[config.mk]
export PLATFORM = sky130hd
export DESIGN_NAME = inst_encoder_loader
export DESIGN_NICKNAME = d
export VERILOG_FILES = /design/src/rtl/inst_encoder_loader.sv
export SDC_FILE = /design/constraint.sdc
export NUM_CORES = 1
export LEC_CHECK = 0
export CAP_MARGIN = 15
export CORE_ASPECT_RATIO = 0.6
export CORE_MARGIN = 5
export CORE_UTILIZATION = 40
export CTS_CLUSTER_DIAMETER = 50
export DETAILED_ROUTE_END_ITERATION = 7
export PLACE_DENSITY_LB_ADDON = 0.08
export RECOVER_POWER = 100
export SLEW_MARGIN = 10
export SYNTH_ARGS = -nofsm -noshare
export SYNTH_HDL_FRONTEND = slang
export SYNTH_SLANG_ARGS = --single-unit
[constraint.sdc]
create_clock -name clk -period 1.86 [get_ports clk]
set_input_delay 0.279 -clock clk [delete_from_list [all_inputs] [get_ports clk]]
set_output_delay 0.279 -clock clk [all_outputs]
set_load 0.01 [all_outputs]
[src/rtl/inst_encoder_loader.sv]
// Packs decoder-compatible instruction fields into 8-bit words and streams them into
// instruction memory over a valid/ready load session with a one-cycle registered write.
module inst_encoder_loader #(
    parameter int AW    = 4,
    parameter int DEPTH = 16
) (
    input  logic          clk,
    input  logic          rst,
    input  logic          start,
    input  logic          in_valid,
    output logic          in_ready,
    input  logic [2:0]    in_op,
    input  logic          in_fn,
    input  logic [1:0]    in_rs1,
    input  logic [1:0]    in_rs2,
    input  logic [3:0]    in_imm,
    input  logic          in_last,
    output logic          mem_we,
    output logic [AW-1:0] mem_addr,
    output logic [7:0]    mem_wdata,
    output logic          busy,
    output logic          done,
    output logic [AW:0]   count,
    output logic          err_undef,
    output logic          err_full
);

    localparam int DATA_W = 8;
    localparam logic [AW+1:0] DEPTH_V = (AW+2)'(DEPTH);

    typedef enum logic [1:0] {
        S_IDLE,
        S_LOAD,
        S_DRAIN,
        S_DONE
    } state_t;

    state_t              state;
    logic                wr_vld_p1;
    logic [AW-1:0]       wr_addr_p1;
    logic [DATA_W-1:0]   wr_data_p1;
    logic [AW:0]         cnt;
    logic [AW+1:0]       inflight;
    logic                xfer;
    logic                is_undef;
    logic                full_hit;

    function automatic logic is_iform(input logic [2:0] op, input logic fn);
        return (op == 3'b001) || (op == 3'b101) || ((op == 3'b111) && !fn);
    endfunction

    function automatic logic [DATA_W-1:0] encode(input logic [2:0] op, input logic fn,
                                                 input logic [1:0] rs1, input logic [1:0] rs2,
                                                 input logic [3:0] imm);
        if (is_iform(op, fn))
            return {imm, fn, op};
        else
            return {rs1, rs2, fn, op};
    endfunction

    // Words written plus the one still in the write register; this is also the next address.
    assign inflight = {1'b0, cnt} + {{(AW+1){1'b0}}, wr_vld_p1};
    assign in_ready = (state == S_LOAD) && (inflight < DEPTH_V);
    assign xfer     = in_valid && in_ready;
    assign is_undef = (in_op == 3'b111) && in_fn;
    assign full_hit = (state == S_LOAD) && in_valid && !in_ready;

    always_ff @(posedge clk or posedge rst) begin
        if (rst) begin
            state      <= S_IDLE;
            wr_vld_p1  <= 1'b0;
            wr_addr_p1 <= '0;
            wr_data_p1 <= '0;
            cnt        <= '0;
            busy       <= 1'b0;
            done       <= 1'b0;
            err_undef  <= 1'b0;
            err_full   <= 1'b0;
        end else begin
            done <= 1'b0;

            // Stage p1: registered memory write, one cycle after the accept
            wr_vld_p1 <= xfer && !is_undef;
            if (xfer && !is_undef) begin
                wr_addr_p1 <= inflight[AW-1:0];
                wr_data_p1 <= encode(in_op, in_fn, in_rs1, in_rs2, in_imm);
            end
            if (wr_vld_p1)
                cnt <= cnt + (AW+1)'(1);
            if (xfer && is_undef)
                err_undef <= 1'b1;

            case (state)
                S_IDLE: begin
                    if (start) begin
                        state     <= S_LOAD;
                        busy      <= 1'b1;
                        cnt       <= '0;
                        err_undef <= 1'b0;
                        err_full  <= 1'b0;
                    end
                end
                S_LOAD: begin
                    if ((xfer && in_last) || full_hit)
                        state <= S_DRAIN;
                    if (full_hit)
                        err_full <= 1'b1;
                end
                S_DRAIN: begin
                    state <= S_DONE;
                    busy  <= 1'b0;
                    done  <= 1'b1;
                end
                S_DONE: begin
                    state <= S_IDLE;
                end
                default: begin
                    state <= S_IDLE;
                end
            endcase
        end
    end

    assign mem_we    = wr_vld_p1;
    assign mem_addr  = wr_addr_p1;
    assign mem_wdata = wr_data_p1;
    assign count     = cnt;

endmodule

==> results of run 1 <==
==> final timing paths <==
| path | from | endpoint | slack [ns] | cells after the start |
|---|---|---|---|---|
| max | mem_we | state[1] | -0.08 | 6 |
| min in group asynchronous | rst | busy | 0.73 | 3 |
| min reg2reg | busy | busy | 0.49 | 2 |
| max in group asynchronous | rst | count[0] | 0.28 | 3 |
| min | busy | busy | 0.49 | 2 |
| max reg2reg | mem_we | state[1] | -0.08 | 6 |
==> layer usage <==
layer | vias up | part of all wire [%]
met3 | 4 | 5.8
li1 | 464 | -
met1 | 467 | 49
met5 | - | 0
met4 | 0 | 1.0
met2 | 24 | 44
==> Yosys cell counts, drive strengths merged <==
cell	n	area share, %
a21boi	1	0.63
a21oi	3	1.6
a31oi	1	0.53
and2	2	1.1
and3	1	0.95
buf	2	1.6
dfrtp	24	50
ha	6	6.3
inv	6	1.9
mux2	14	14
mux2i	2	1.7
nand2	6	1.9
nand3	2	0.84
nand4	3	1.6
nor2	7	2.4
nor2b	1	0.53
o21ai	4	1.7
o22a	4	2.9
o311ai	1	2.2
o31ai	1	0.63
or2	1	0.53
or4	1	0.95
xnor2	1	0.74
xor2	4	2.9
==> timing repair <==
item,in CTS,in global routing
hold buffers,0,0
cloned,1,0
setup buffers,3,1
endpoints found under the hold margin,0,0
resized for setup,9,12
setup endpoints to repair,12,16
pin swaps,3,4
==> where the power goes <==
group,internal [mW],switching (mW)
sequential,0.722,0.126
clock,0.189,0.159
combinational,0.769,0.560
==> through the flow <==
step | hold slack [ns] | cells | util, % | TNS, ns
detailed placement | 0.4765 | 192 | 61.57 | -0.4244
CTS | 0.3565 | 200 | 66.32 | -0.8050
floorplan | 0.2935 | 98 | - | -0.07756
global route | 0.5240 | 200 | 66.88 | -1.246
finish | 0.4930 | 200 | 66.88 | -0.3970
global placement | 0.4698 | 192 | 61.57 | -0.09899
==> final cells by class <==
type                    instances  area [µm²]
well taps                      42       52.55
fillers                       211       950.9
multi-input cells              66       628.1
clock buffers                   4       55.05
flip-flops and latches         24       603.1
repair buffers                 58       559.3
inverters                       6       22.52
==> flip-flops by register name, indices dropped and copies added (netlist names) <==
signal,flops
busy,1
count,5
done,1
err_full,1
err_undef,1
mem_addr,4
mem_wdata,8
mem_we,1
state,2
==> logic make-up (layout without fill, tap and decap cells) <==
| family | after synthesis | count (layout) |
|---|---|---|
| multiplexers | 16 | 16 |
| AND/OR/NAND/NOR | 24 | 24 |
| XOR/XNOR | 5 | 5 |
| AO/OA/AOI/OAI | 15 | 15 |
| flip-flops | 24 | 24 |
| buffers and inverters | 8 | 68 |
| adder cells (fa/ha/maj) | 6 | 6 |
==> cell usage in the layout, fill, tap and decap left out, drive strengths merged, types with 2 or more instances in the layout <==
cell,synthesis,layout
mux2,14,14
clkbuf,0,5
xor2,4,4
clkdlybuf4s50,0,16
mux2i,2,2
buf,2,19
a21oi,3,3
and2,2,2
nand3,2,2
o21ai,4,4
ha,6,6
dfrtp,24,24
o22a,4,4
inv,6,6
nor2,7,7
nand2,6,6
nand4,3,3
dlygate4sd3,0,22
==> worst max-delay path, delay by kind of cell, from the launching register on <==
kind                       cells  cell delay (ns)
and+or+nand+nor                2             0.62
DFF                            1             0.43
adders and majority gates      2             0.35
AOI/OAI and AO/OA              1             0.11
muxes                          1             0.32
==> results.yml, run 1 <==
sta:
  fin_crit_ns: 1.943
  period_share_pct: 104.5
  fmax_mhz: 514.6
  relSlewSlack_pct: 13.68
  hold_viol_final: 0
  setup_violations: 7
  worst_slack_ns: -0.08308
  grt_setup_unrepaired: "yes"
  clock_skew_ns: 0.005165
  tightest_slew_ns: 1.295
  slew_viol_final: 0
die:
  design.core.area_um2: 2872
  die_area_um2: 4205
  die_y_um: 52.27
  start_util_pct: 41.48
  num_rows: 15
  num_io_pins: 40
  die_w_um: 80.45
synth:
  synth_cells: 98
  seq_area_frac_synth_pct: 50.42
  synth_nets: 121
  syn_area_um2: 1191
  muxShareOfSynthArea_pct: 15.23
  synth_top_family_by_area: "multiplexers"
  ys_types: 28
  ys_warn_count: 0
  synth_xor_xnor_area_share_pct: 3.676
  synth_compound_area_share_pct: 10.19
  yosys.area_share.simple_pct: 10.71
  synth-seq-cells: 24
  synthAdderAreaFrac_pct: 6.303
  avgSynthCellArea_um2: 12.15
worst_setup_path:
  crit_chain: "ha_4 -> ha_4 -> and3_4 -> or4_4 -> o311ai_4 -> mux2_4"
  cpMostUsedCell: "ha_4"
  path_class: "flip-flop to flip-flop"
  cp_max_fo: 3
  crit_path_max_incr_delay_ns: 0.43
  worstPathArrival_ns: 2.10
  endpoint_kind: "flip-flop"
  worst_setup_path_start_kind: "flip-flop"
  worstPathRequired_ns: 2.02
  cp_slowest_cell: "dfrtp_2"
clock_network:
  cts_sinks: 24
  numCtsBuffers: 3
  cts_max_level: 1
  path_clk_slew_ns: 0.08
  clk_path_buf_depth: 2
  clockRootBuffer: "clkbuf_8"
  clock_latency_ns: 0.27
  cts_tree: "built"
routing:
  vias: 959
  drt_iter0_markers: 33
  final_antenna_net_count: 0
  vias_per_cell: 4.795
  avgRoutedWirePerCell_um: 14.77
  drt-total-wl_um: 2954
  drcViolationCount: 0
  firstDrtPassIters: 4
placed_design:
  dpl_worst_slack_ns: -0.04736
  placed_area_um2: 1768
  dp_hpwl_um: 2208
  port_buffers: 39
  place_congestion: 0.7541
grt:
  grt_usage_pct: 15.94
  grt_pass1_wl_um: 4968
  grt.overflow.total: 0
  grtUsageMet3_pct: 5.155
  grt.met1_usage_pct: 21.56
  grt_start_max_net_pins: 25
  antenna_found_initial: 0
  use_met2_pct: 24.59
  grt_pass1_vias: 1030
  grt.busiest_layer: "met2"
pwr:
  fin_total_pwr_mw: 2.525
  leakage_nw: 0.8894
  pwr_density_cell_nw_per_um2: 1315
  irDropWorstVdd_v: 0.0008512
cells_and_area:
  num-nets-final: 182
  drive_gt1_share_pct: 31.01
  syn2layout_area_growth_pct: 61.24
  diodes: 0
  stdcell_area_um2: 1921
job:
  cap_violations: 0
run_status:
  status: "complete, but fails checks"
  violations: "negative setup slack"
hold_path:
  hp-class: "flip-flop to flip-flop"
Power figures use the tool's default switching activity.
==> run 2: changes to the inputs <==
--- a/config.mk
+++ b/config.mk
@@ -9,7 +9,6 @@
 export CORE_ASPECT_RATIO = 0.6
 export CORE_MARGIN = 5
 export CORE_UTILIZATION = 40
-export CTS_CLUSTER_DIAMETER = 50
 export DETAILED_ROUTE_END_ITERATION = 7
 export PLACE_DENSITY_LB_ADDON = 0.08
 export RECOVER_POWER = 100
==> results of run 2 <==
Final layout, timing and power as in run 1 (identical DEF).
==> run 3: changes to the inputs <==
--- a/config.mk
+++ b/config.mk
@@ -12,6 +12,7 @@
 export DETAILED_ROUTE_END_ITERATION = 7
 export PLACE_DENSITY_LB_ADDON = 0.08
 export RECOVER_POWER = 100
+export REMOVE_ABC_BUFFERS = 1
 export SLEW_MARGIN = 10
 export SYNTH_ARGS = -nofsm -noshare
 export SYNTH_HDL_FRONTEND = slang
==> run 3 against run 2 <==
  * The run still ends with negative setup slack left
  * Sequential power fell by 2%
  * Wire length is 4.1% lower
  * Cell area down 4.4%
  * Total power shrank 2.4%
  * Sequential cell count unchanged
  * Non-clock buffer count is 2 lower
  * Count of clock-buffer cells in the layout unchanged
  * Cell count down 1.0%
  * Highest routed layer unchanged
==> results.yml, run 3 (synthesis gave the netlist of run 1 again) <==
sta:
  finalSetupTns_ns: -0.03799
  fin_crit_ns: 1.897
  grt_setup_unrepaired: "yes"
  whs_ns: 0.4885
  worst_slack_ns: -0.03723
  clock_skew_ns: 0.008075
  relSlewSlack_pct: 59.04
  tightest_slew_ns: 0.6144
  setup_violations: 2
  fmax_mhz: 527.1
  hold_viol_final: 0
  slew_viol_final: 0
  period_share_pct: 102.0
grt:
  grt_start_max_net_pins: 25
  grt_pass1_wl_um: 4899
  grt_usage_pct: 15.46
  grt.overflow.total: 0
  grt_pass1_vias: 1029
  antenna_found_initial: 0
placed_design:
  dp_hpwl_um: 2189
  place_congestion: 0.7577
  dpl_worst_slack_ns: -0.1452
  port_buffers: 39
cells_and_area:
  num-nets-final: 180
  syn2layout_area_growth_pct: 54.20
  drive_gt1_share_pct: 28.85
  n_fill_cell: 252
  final_common_cell: "clkdlybuf4s50_1"
  largest_reg_flops: 8
  diodes: 0
  most-common-layout-cells: "clkdlybuf4s50_1 (36), dfrtp_1 (24), buf_4 (15)"
routing:
  vias: 944
  firstDrtPassIters: 2
  final_antenna_net_count: 0
  drt_iter0_markers: 15
  vias_per_cell: 4.768
  avgRoutedWirePerCell_um: 14.30
  drcViolationCount: 0
  drt-total-wl_um: 2832
worst_setup_path:
  worstPathRequired_ns: 2.02
  cp_max_fo: 3
  reg2reg_depth: 6
  cp-startpoint: "count[0]"
  setup.worst_path.end: "state[1]"
  r2r-start: "count[0]"
  worstPathArrival_ns: 2.06
  worst_setup_path_start_kind: "flip-flop"
  reg2reg_slack_ns: -0.04
  endpoint_kind: "flip-flop"
  path_class: "flip-flop to flip-flop"
  rr_endpoint: "state[1]"
die:
  design.core.area_um2: 2872
  die_y_um: 52.27
  die_area_um2: 4205
  die_w_um: 80.45
  num_io_pins: 40
  num_rows: 15
  start_util_pct: 41.48
run_status:
  status: "complete, but fails checks"
  violations: "negative setup slack"
clock_network:
  cts_tree: "built"
  numCtsBuffers: 3
  cts_hold_buf: 0
  cts_max_level: 1
  clockRootBuffer: "clkbuf_8"
  cts_sinks: 24
  path_clk_slew_ns: 0.09
  clock_latency_ns: 0.27
  clk_path_buf_depth: 2
pwr:
  pwr_density_cell_nw_per_um2: 1342
  irDropWorstVdd_v: 0.0006914
  leakage_nw: 0.8220
hold_path:
  hp-class: "flip-flop to flip-flop"
job:
  cap_violations: 0
run 3: cell types whose count changed in the layout (fill, tap and decap cells not counted), sizes merged:
| cell | previous run | this run |
|---|---|---|
| dlygate4sd3 | 22 | 2 |
| buf | 19 | 17 |
| clkdlybuf4s50 | 16 | 36 |
run 3: how the worst min path moves through the flow:
stage                             from      endpoint  slack (ns)  cells past startpoint
after detailed placement     err_undef     err_undef        0.48                      2
after global routing      mem_wdata[6]  mem_wdata[6]        0.54                      1
after floorplan                    rst          busy        0.29                      1
after global placement            busy          busy        0.46                      2
after CTS                          rst      count[0]        0.35                      3
final                             busy          busy        0.49                      2
run 3: stage by stage:
stage | power (mW) | area (µm²) | util, % | instances
finish | 2.465 | 1837 | 63.97 | 198
global placement | 2.051 | 1733 | 60.35 | 191
global route | 2.648 | 1837 | 63.97 | 198
CTS | 2.495 | 1829 | 63.70 | 198
floorplan | 1.430 | 1172 | - | 96
detailed placement | 2.093 | 1733 | 60.35 | 191
run 3: timing repair:
item                                    4_1_cts  5_1_grt
hold endpoints to repair                      0        0
gates resized for setup                       9        1
cloned                                        0        0
pin swaps                                     3        2
setup buffers                                 3        0
endpoints found under the setup margin       16       14
run 3: area by class of cell:
type / count / area (µm²) / area share (%)
flip-flops and latches: 24 / 600.6 / 32.70
multi-input cells: 66 / 583.1 / 31.74
repair buffers: 56 / 523.0 / 28.47
clock buffers: 4 / 55.05 / 2.997
well taps: 42 / 52.55 / 2.861
inverters: 6 / 22.52 / 1.226
run 3: critical path, cell delays in order, from the launching register on:
cell,delay [ns]
dfrtp_1,0.42
ha_4,0.18
ha_4,0.15
and3_4,0.18
or4_4,0.43
o311ai_4,0.11
mux2_4,0.32
run 3: metal layers:
layer | part of all wire, % | up-vias | GRT usage [%]
met5 | 0 | - | 0
met4 | 0.49 | 0 | 3.371
met3 | 5.2 | 2 | 4.983
met2 | 46 | 22 | 25.55
met1 | 48 | 458 | 19.91
li1 | - | 462 | -
run 3: power breakdown:
group	switching (mW)	total [mW]	internal [mW]
logic	0.525	1.28	0.750
registers	0.115	0.834	0.719
clock network	0.166	0.355	0.189
total	0.807	2.46	1.66
